File: config.mk
export PLATFORM = sky130hd
export DESIGN_NAME = ip_codma_ap_ctrl
export DESIGN_NICKNAME = d
export VERILOG_FILES = /design/src/rtl/ip_codma_fifo_pkg.sv /design/src/rtl/ip_codma_machine_states_pkg.sv /design/src/rtl/ip_codma_ap_ctrl_rr_arb2.sv /design/src/rtl/ip_codma_ap_ctrl.sv
export SDC_FILE = /design/constraint.sdc
export NUM_CORES = 1
export LEC_CHECK = 0
export ABC_AREA = 1
export CAP_MARGIN = 25
export CORE_MARGIN = 2
export CORE_UTILIZATION = 27
export DETAILED_ROUTE_END_ITERATION = 6
export GPL_ROUTABILITY_DRIVEN = 0
export PLACE_DENSITY = 0.82
export SLEW_MARGIN = 20
export SYNTH_ARGS = -nofsm -noshare
export SYNTH_HDL_FRONTEND = slang
export SYNTH_HIERARCHICAL = 1
export SYNTH_SLANG_ARGS = --single-unit
export TNS_END_PERCENT = 1
File: constraint.sdc
create_clock -name clk_i -period 1.6 [get_ports clk_i]
set_clock_uncertainty 0.05 [all_clocks]
set_input_delay 0.16 -clock clk_i [delete_from_list [all_inputs] [get_ports clk_i]]
set_output_delay 0.16 -clock clk_i [all_outputs]
set_load 0.01 [all_outputs]
File: src/rtl/ip_codma_fifo_pkg.sv
// ----------------------------------------------------------------------------
// ip_codma_fifo_pkg
// Shared definitions for the codma address-phase (AP) FIFO.
//   NO_OF_AF_BUFFERS : depth of the AP FIFO; the controller stops granting at
//                      this occupancy.
//   AP_ADDR_W/SIZE_W : default widths of an AP entry.
//   ap_entry_t       : one AP FIFO entry (direction flags, address, size).
// ----------------------------------------------------------------------------
package ip_codma_fifo_pkg;

  localparam int NO_OF_AF_BUFFERS = 4;
  localparam int AP_ADDR_W        = 32;
  localparam int AP_SIZE_W        = 3;

  typedef struct packed {
    logic                 read;
    logic                 write;
    logic [AP_ADDR_W-1:0] addr;
    logic [AP_SIZE_W-1:0] size;
  } ap_entry_t;

endpackage

File: src/rtl/ip_codma_machine_states_pkg.sv
// ----------------------------------------------------------------------------
// ip_codma_machine_states_pkg
// State and grant encodings used by the codma AP controller.
//   ap_ctrl_state_t : data-phase sequencer states (IDLE, ACTIVE, POP).
//   grant_t         : identity of the last arbitration winner (READ, WRITE).
// ----------------------------------------------------------------------------
package ip_codma_machine_states_pkg;

  typedef enum logic [1:0] {
    IDLE   = 2'd0,
    ACTIVE = 2'd1,
    POP    = 2'd2
  } ap_ctrl_state_t;

  typedef enum logic {
    READ  = 1'b0,
    WRITE = 1'b1
  } grant_t;

endpackage

File: src/rtl/ip_codma_ap_ctrl_rr_arb2.sv
// ----------------------------------------------------------------------------
// ip_codma_rr_arb2
// Two-requester round-robin arbiter with a zero-latency grant.
//   clk_i, reset_i  : clock, synchronous active-high reset.
//   en_i            : arbitration enable (FIFO has space, not in reset).
//   req_rd_i        : read engine request.
//   req_wr_i        : write engine request.
//   gnt_rd_o        : read engine granted this cycle.
//   gnt_wr_o        : write engine granted this cycle.
// A lone requester always wins. With both requesting, the one that did not
// win last time is granted. The last winner is only updated when a grant is
// actually issued, so a disabled cycle leaves the rotation untouched.
// ----------------------------------------------------------------------------
module ip_codma_rr_arb2
  import ip_codma_machine_states_pkg::*;
(
  input  logic clk_i,
  input  logic reset_i,
  input  logic en_i,
  input  logic req_rd_i,
  input  logic req_wr_i,
  output logic gnt_rd_o,
  output logic gnt_wr_o
);

  grant_t last_grant_q;
  grant_t last_grant_d;

  always_comb begin
    gnt_rd_o = 1'b0;
    gnt_wr_o = 1'b0;
    if (en_i) begin
      // Read wins when alone, or when contested and write won last time.
      if (req_rd_i && (!req_wr_i || (last_grant_q == WRITE))) begin
        gnt_rd_o = 1'b1;
      end else if (req_wr_i) begin
        gnt_wr_o = 1'b1;
      end
    end
  end

  always_comb begin
    last_grant_d = last_grant_q;
    if (gnt_rd_o) begin
      last_grant_d = READ;
    end else if (gnt_wr_o) begin
      last_grant_d = WRITE;
    end
  end

  // Reset to WRITE so the first contested grant goes to the read engine.
  always_ff @(posedge clk_i) begin
    if (reset_i) begin
      last_grant_q <= WRITE;
    end else begin
      last_grant_q <= last_grant_d;
    end
  end

endmodule

File: src/rtl/ip_codma_ap_ctrl.sv
// ----------------------------------------------------------------------------
// ip_codma_ap_ctrl
// Controller for the codma address-phase FIFO.
//   clk_i, reset_i           : clock, synchronous active-high reset. reset_i
//                              must also reset the AP FIFO (inverted to its
//                              active-low reset) so occupancy and controller
//                              state agree.
//   rd_req_i/addr/size       : read engine address request (held until gnt).
//   rd_gnt_o                 : read request pushed this cycle.
//   wr_req_i/addr/size       : write engine address request (held until gnt).
//   wr_gnt_o                 : write request pushed this cycle.
//   ap_fifo_count_i          : current FIFO occupancy.
//   ap_read_o/write/addr/size: entry pushed into the FIFO this cycle (zero
//                              when nothing is granted).
//   dp_done_i                : data phase of the head entry finished.
//   fifo_rd_next_o           : one-cycle pop pulse to the FIFO.
//   busy_o                   : sequencer not idle or FIFO not empty.
//   err_o                    : sticky, dp_done_i seen with no active entry.
// ----------------------------------------------------------------------------
module ip_codma_ap_ctrl
  import ip_codma_machine_states_pkg::*;
#(
  parameter int NO_OF_AF_BUFFERS = ip_codma_fifo_pkg::NO_OF_AF_BUFFERS,
  parameter int ADDR_W           = 32,
  parameter int SIZE_W           = 3
) (
  input  logic              clk_i,
  input  logic              reset_i,
  input  logic              rd_req_i,
  input  logic [ADDR_W-1:0] rd_addr_i,
  input  logic [SIZE_W-1:0] rd_size_i,
  output logic              rd_gnt_o,
  input  logic              wr_req_i,
  input  logic [ADDR_W-1:0] wr_addr_i,
  input  logic [SIZE_W-1:0] wr_size_i,
  output logic              wr_gnt_o,
  input  logic [2:0]        ap_fifo_count_i,
  output logic              ap_read_o,
  output logic              ap_write_o,
  output logic [ADDR_W-1:0] ap_addr_o,
  output logic [SIZE_W-1:0] ap_size_o,
  input  logic              dp_done_i,
  output logic              fifo_rd_next_o,
  output logic              busy_o,
  output logic              err_o
);

  // Occupancy is a 3-bit count, so the depth must fit in 3 bits (<= 7).
  localparam logic [2:0] AF_DEPTH = 3'(NO_OF_AF_BUFFERS);

  ap_ctrl_state_t state_q, state_d;
  logic           err_q, err_d;
  logic           pop_q, pop_d;

  logic space;
  logic grant;

  // A pop in the same cycle is deliberately not credited as free space.
  // Reset blocks granting so nothing is pushed while the FIFO is being reset.
  assign space = !reset_i && (ap_fifo_count_i < AF_DEPTH);

  ip_codma_rr_arb2 u_arb (
    .clk_i    (clk_i),
    .reset_i  (reset_i),
    .en_i     (space),
    .req_rd_i (rd_req_i),
    .req_wr_i (wr_req_i),
    .gnt_rd_o (rd_gnt_o),
    .gnt_wr_o (wr_gnt_o)
  );

  assign grant = rd_gnt_o || wr_gnt_o;

  // Push path: the FIFO captures the winner's entry on the same edge.
  always_comb begin
    ap_read_o  = rd_gnt_o;
    ap_write_o = wr_gnt_o;
    ap_addr_o  = '0;
    ap_size_o  = '0;
    if (rd_gnt_o) begin
      ap_addr_o = rd_addr_i;
      ap_size_o = rd_size_i;
    end else if (wr_gnt_o) begin
      ap_addr_o = wr_addr_i;
      ap_size_o = wr_size_i;
    end
  end

  // Data-phase sequencer next-state logic.
  always_comb begin
    state_d = state_q;
    err_d   = err_q;
    unique case (state_q)
      IDLE: begin
        // A completion with no entry in flight is a protocol error.
        if (dp_done_i) begin
          err_d = 1'b1;
        end else if (ap_fifo_count_i != 3'd0) begin
          state_d = ACTIVE;
        end
      end
      ACTIVE: begin
        if (dp_done_i) begin
          state_d = POP;
        end
      end
      POP: begin
        if (dp_done_i) begin
          err_d = 1'b1;
        end
        // The popped entry is still counted this cycle, so more than one
        // entry, or a push landing now, means a new head is waiting.
        if ((ap_fifo_count_i > 3'd1) || grant) begin
          state_d = ACTIVE;
        end else begin
          state_d = IDLE;
        end
      end
      default: begin
        state_d = IDLE;
      end
    endcase
    pop_d = (state_d == POP);
  end

  always_ff @(posedge clk_i) begin
    if (reset_i) begin
      state_q <= IDLE;
      err_q   <= 1'b0;
      pop_q   <= 1'b0;
    end else begin
      state_q <= state_d;
      err_q   <= err_d;
      pop_q   <= pop_d;
    end
  end

  // A reset arriving while in POP must not also pop the FIFO it is clearing.
  assign fifo_rd_next_o = pop_q && !reset_i;
  assign busy_o         = !reset_i && ((state_q != IDLE) || (ap_fifo_count_i != 3'd0));
  assign err_o          = err_q;

endmodule

==> metrics.md <==
| Metric | Value |
|---|---|
| Clock insertion delay at the later pin of the skew report | 0.23 ns |
| Post-synth cell types | 16 |
| Mapped cell area | 1010 um^2 |
| Level count of the clock H-tree | 1 |
| Sink Count | 5 |
| Slowest CP cell | sky130_fd_sc_hd__dfxtp_2 |
| Initial antenna violation count | 0 |
| Final-report setup violation count | 28 |
| Final setup slack of the worst path | -0.0390 ns |
| CTS tree | built |
| Number of design rule violations left after detail routing | 0 |
| Unrepaired setup endpoints after global routing | true |
| Starting density of the core | 27.8% |
| Leakage | 1.21 nW |
| Iter 0 DRT Violations | 32 |
| Total Neg Setup Slack | -0.449 ns |
| Average wire per standard cell | 12.6 um |
| Die area | 4250 um^2 |
| Final clock period utilization by the worst path | 102% |
| Achievable Freq | 0.610 GHz |
| HPWL reported at the end of detailed placement | 3150 um |
| Worst slack at placement | -0.598 ns |
| Per-cell via count in the routed design | 4.37 |
| Fill cell total of the finished layout | 328 |
| Number of buffers and inverters on the critical path | 6 |
| # Max-Cap Violations | 0 |
| Horizontal extent of the die | 65.2 um |
| Most area-consuming cells after synthesis | sky130_fd_sc_hd__nand3_2, sky130_fd_sc_hd__nand2_1, sky130_fd_sc_hd__dfxtp_1, sky130_fd_sc_hd__buf_12, sky130_fd_sc_hd__buf_6 |
| Maximum count of clock buffers along a single path | 2 |
| Number of warnings printed during yosys synthesis | 6 |
| Number of buffers added on ports | 119 |
| CTS clock-pin slew for the worst setup and hold paths | 0.04 ns |
| Final cell utilization of the core | 67.2% |
| Detailed Routing Iterations Pass 1 | 4 |
| Primary FF master, synth | sky130_fd_sc_hd__dfxtp_1 |
| Peak supply drop | 0.429 mV |
| Average cell area after synthesis | 6.39 um^2 |
| Number of synthesized flops with an enable pin | 0 |
| Wire length of the first global-routing pass | 6590 um |
| Via count of the first global-routing pass | 1417 |
| Count of endpoints failing hold in the final timing report | 0 |
| Root buffer cell | sky130_fd_sc_hd__clkbuf_8 |
| Die boundary height | 65.2 um |
| Maximum number of pins on one net before global-route repair | 15 |
| Area growth from synthesis to layout | 142% |
| Crit path time final | 1.64 ns |
| Ys async rst share | 0% |
| Largest fanout of any net on the critical path | 8 |
| Total wirelength of the detailed-routed design | 4320 um |
| WP data required | 1.39 ns |
| Cell seen most often among critical-path stages | sky130_fd_sc_hd__buf_12 |
| Type of element launching the critical path | flop |
| Failing checks | setup timing |
| Sequential element share of the synthesized area | 9.91% |
| Total vias in the final route | 1499 |
| Series of cell instances along the critical path | inv_2 -> nand2_4 -> nand3_4 -> inv_4 -> buf_12 -> clkinv_8 -> buf_12 -> nand3_2 -> nand2_1 -> buf_2 |
| Slew HR | 86.4% |
| Slew at the pin closest to its max-slew limit | 0.203 ns |
| Yosys top cell area share | 30.7% |
| Antenna diode instance count | 0 |
| Peak per-stage delay on the critical path | 0.31 ns |
| Ratio of cells with drive above 1 in the final layout | 39.3% |
| Result of the run | finished with violations |
| Core area | 3630 um^2 |
| CP Capture Type | output pin |
| Gate Count Post-Synth | 158 |
| Overflow after GRT | 0 |
| Number of slew-limit violations in the final report | 0 |
| Final #Nets | 374 |
| Net Count, Synth | 236 |
| Cell accounting for the most synthesized area | sky130_fd_sc_hd__nand3_2 |
| Hold Path Class | in2reg |
| Signal arrival time at the worst endpoint | 1.43 ns |
| Start-to-end type of the worst setup path | reg2out |
| Family with the most delay on the worst path | buffers and inverters |
| Overall routing resource usage | 19.7% |
| FF+latch count, synth | 5 |
| Number of primary I/O pins | 120 |
| Antenna Violating Nets Remaining | 0 |
| Areal power density over the cells | 347 nW/um^2 |
| Standard-cell rows | 22 |
| Number of clock buffers inserted by TritonCTS | 3 |
## path summary, 6_finish.rpt
path                            from       endpoint  slack (ns)  cells past startpoint
setup / recovery  u_arb/last_grant_q  ap_addr_o[25]       -0.04                     10
setup reg to reg  u_arb/last_grant_q     state_q[0]        0.30                     11
hold reg to reg           state_q[1]     state_q[1]        0.42                      1
hold / removal               reset_i     state_q[0]        0.40                      3
## registers in the layout, summed over array words and instances, names as in the netlist
name                flops
err_o                   1
pop_q                   1
state_q                 2
u_arb/last_grant_q      1
## routing by layer
metal | up-vias | global-route usage, % | routed length (um) | share of wire, %
li1 | 778 | - | - | -
met1 | 652 | 23.3 | 1640 | 38
met2 | 62 | 36.5 | 2300 | 53
met3 | 7 | 2.74 | 301 | 7.0
met4 | 0 | 6.25 | 73 | 1.7
met5 | - | 0 | 0 | 0
## power by group
part | internal (W) | switching (W) | leakage, nW
sequential | 0.000134 | 0.00000400 | 0.0407
combinational | 0.000296 | 0.000177 | 1.15
clock | 0.000171 | 0.0000652 | 0.0228
total | 0.000601 | 0.000247 | 1.21
## worst min-delay path, stage by stage
cell and delay (ns):
sky130_fd_sc_hd__dlygate4sd2_1 0.26, sky130_fd_sc_hd__buf_4 0.17, sky130_fd_sc_hd__nor2_2 0.04
## what timing repair did
action                                  CTS  global route
cloned                                    3             2
hold buffers                              0             0
endpoints found under the setup margin   40            37
pin swaps                                 4             2
endpoints found under the hold margin     0             0
buffers inserted                          5             2
resized for setup                       164            15
## per-stage QoR
step           hold WS, ns  std cells  instance area (um^2)  total power [W]
2_1_floorplan        0.177        158                  1010         0.000285
3_3_place_gp         0.408        327                  2310         0.000594
3_5_place_dp         0.412        327                  2310         0.000601
4_1_cts              0.351        339                  2350         0.000839
5_1_grt              0.413        343                  2440         0.000905
6_report             0.400        343                  2440         0.000847
## cell usage after synthesis, types with 2 or more instances
library cell	instances
sky130_fd_sc_hd__nand2_1	81
sky130_fd_sc_hd__nand3_2	31
sky130_fd_sc_hd__inv_1	8
sky130_fd_sc_hd__buf_4	5
sky130_fd_sc_hd__buf_6	5
sky130_fd_sc_hd__dfxtp_1	5
sky130_fd_sc_hd__nand3_1	5
sky130_fd_sc_hd__nor2_1	5
sky130_fd_sc_hd__buf_12	3
sky130_fd_sc_hd__a21oi_1	2
sky130_fd_sc_hd__nor2_2	2
sky130_fd_sc_hd__nor4_1	2
## cells in the final DEF, fill, tap and decap left out, drive strengths merged
master	instances
nand2	82
clkdlybuf4s50	75
buf	59
nand3	36
clkbuf	9
inv	8
dlygate4sd2	7
nor2	7
dfxtp	5
nor4	2
a21oi	2
clkinv	1
a31o	1
or2	1
## cell type report
class                      count  area (um^2)  area share [%]
timing repair buffer         146         1410            57.7
multi-input combinational    131          778            31.9
sequential                     5          101            4.15
tap                           48         60.1            2.46
inverter                       9         48.8            2.00
clock buffer                   4         45.0            1.85
## cells by family (layout without fill, tap and decap cells)
group / after synthesis / count (layout) / share of synthesized area [%]
compound gates: 3 / 3 / 1.86
buf+inv: 22 / 159 / 19.3
flops: 5 / 5 / 9.91
simple gates: 128 / 128 / 68.9
Note: power is estimated with default switching activity, not from simulation.
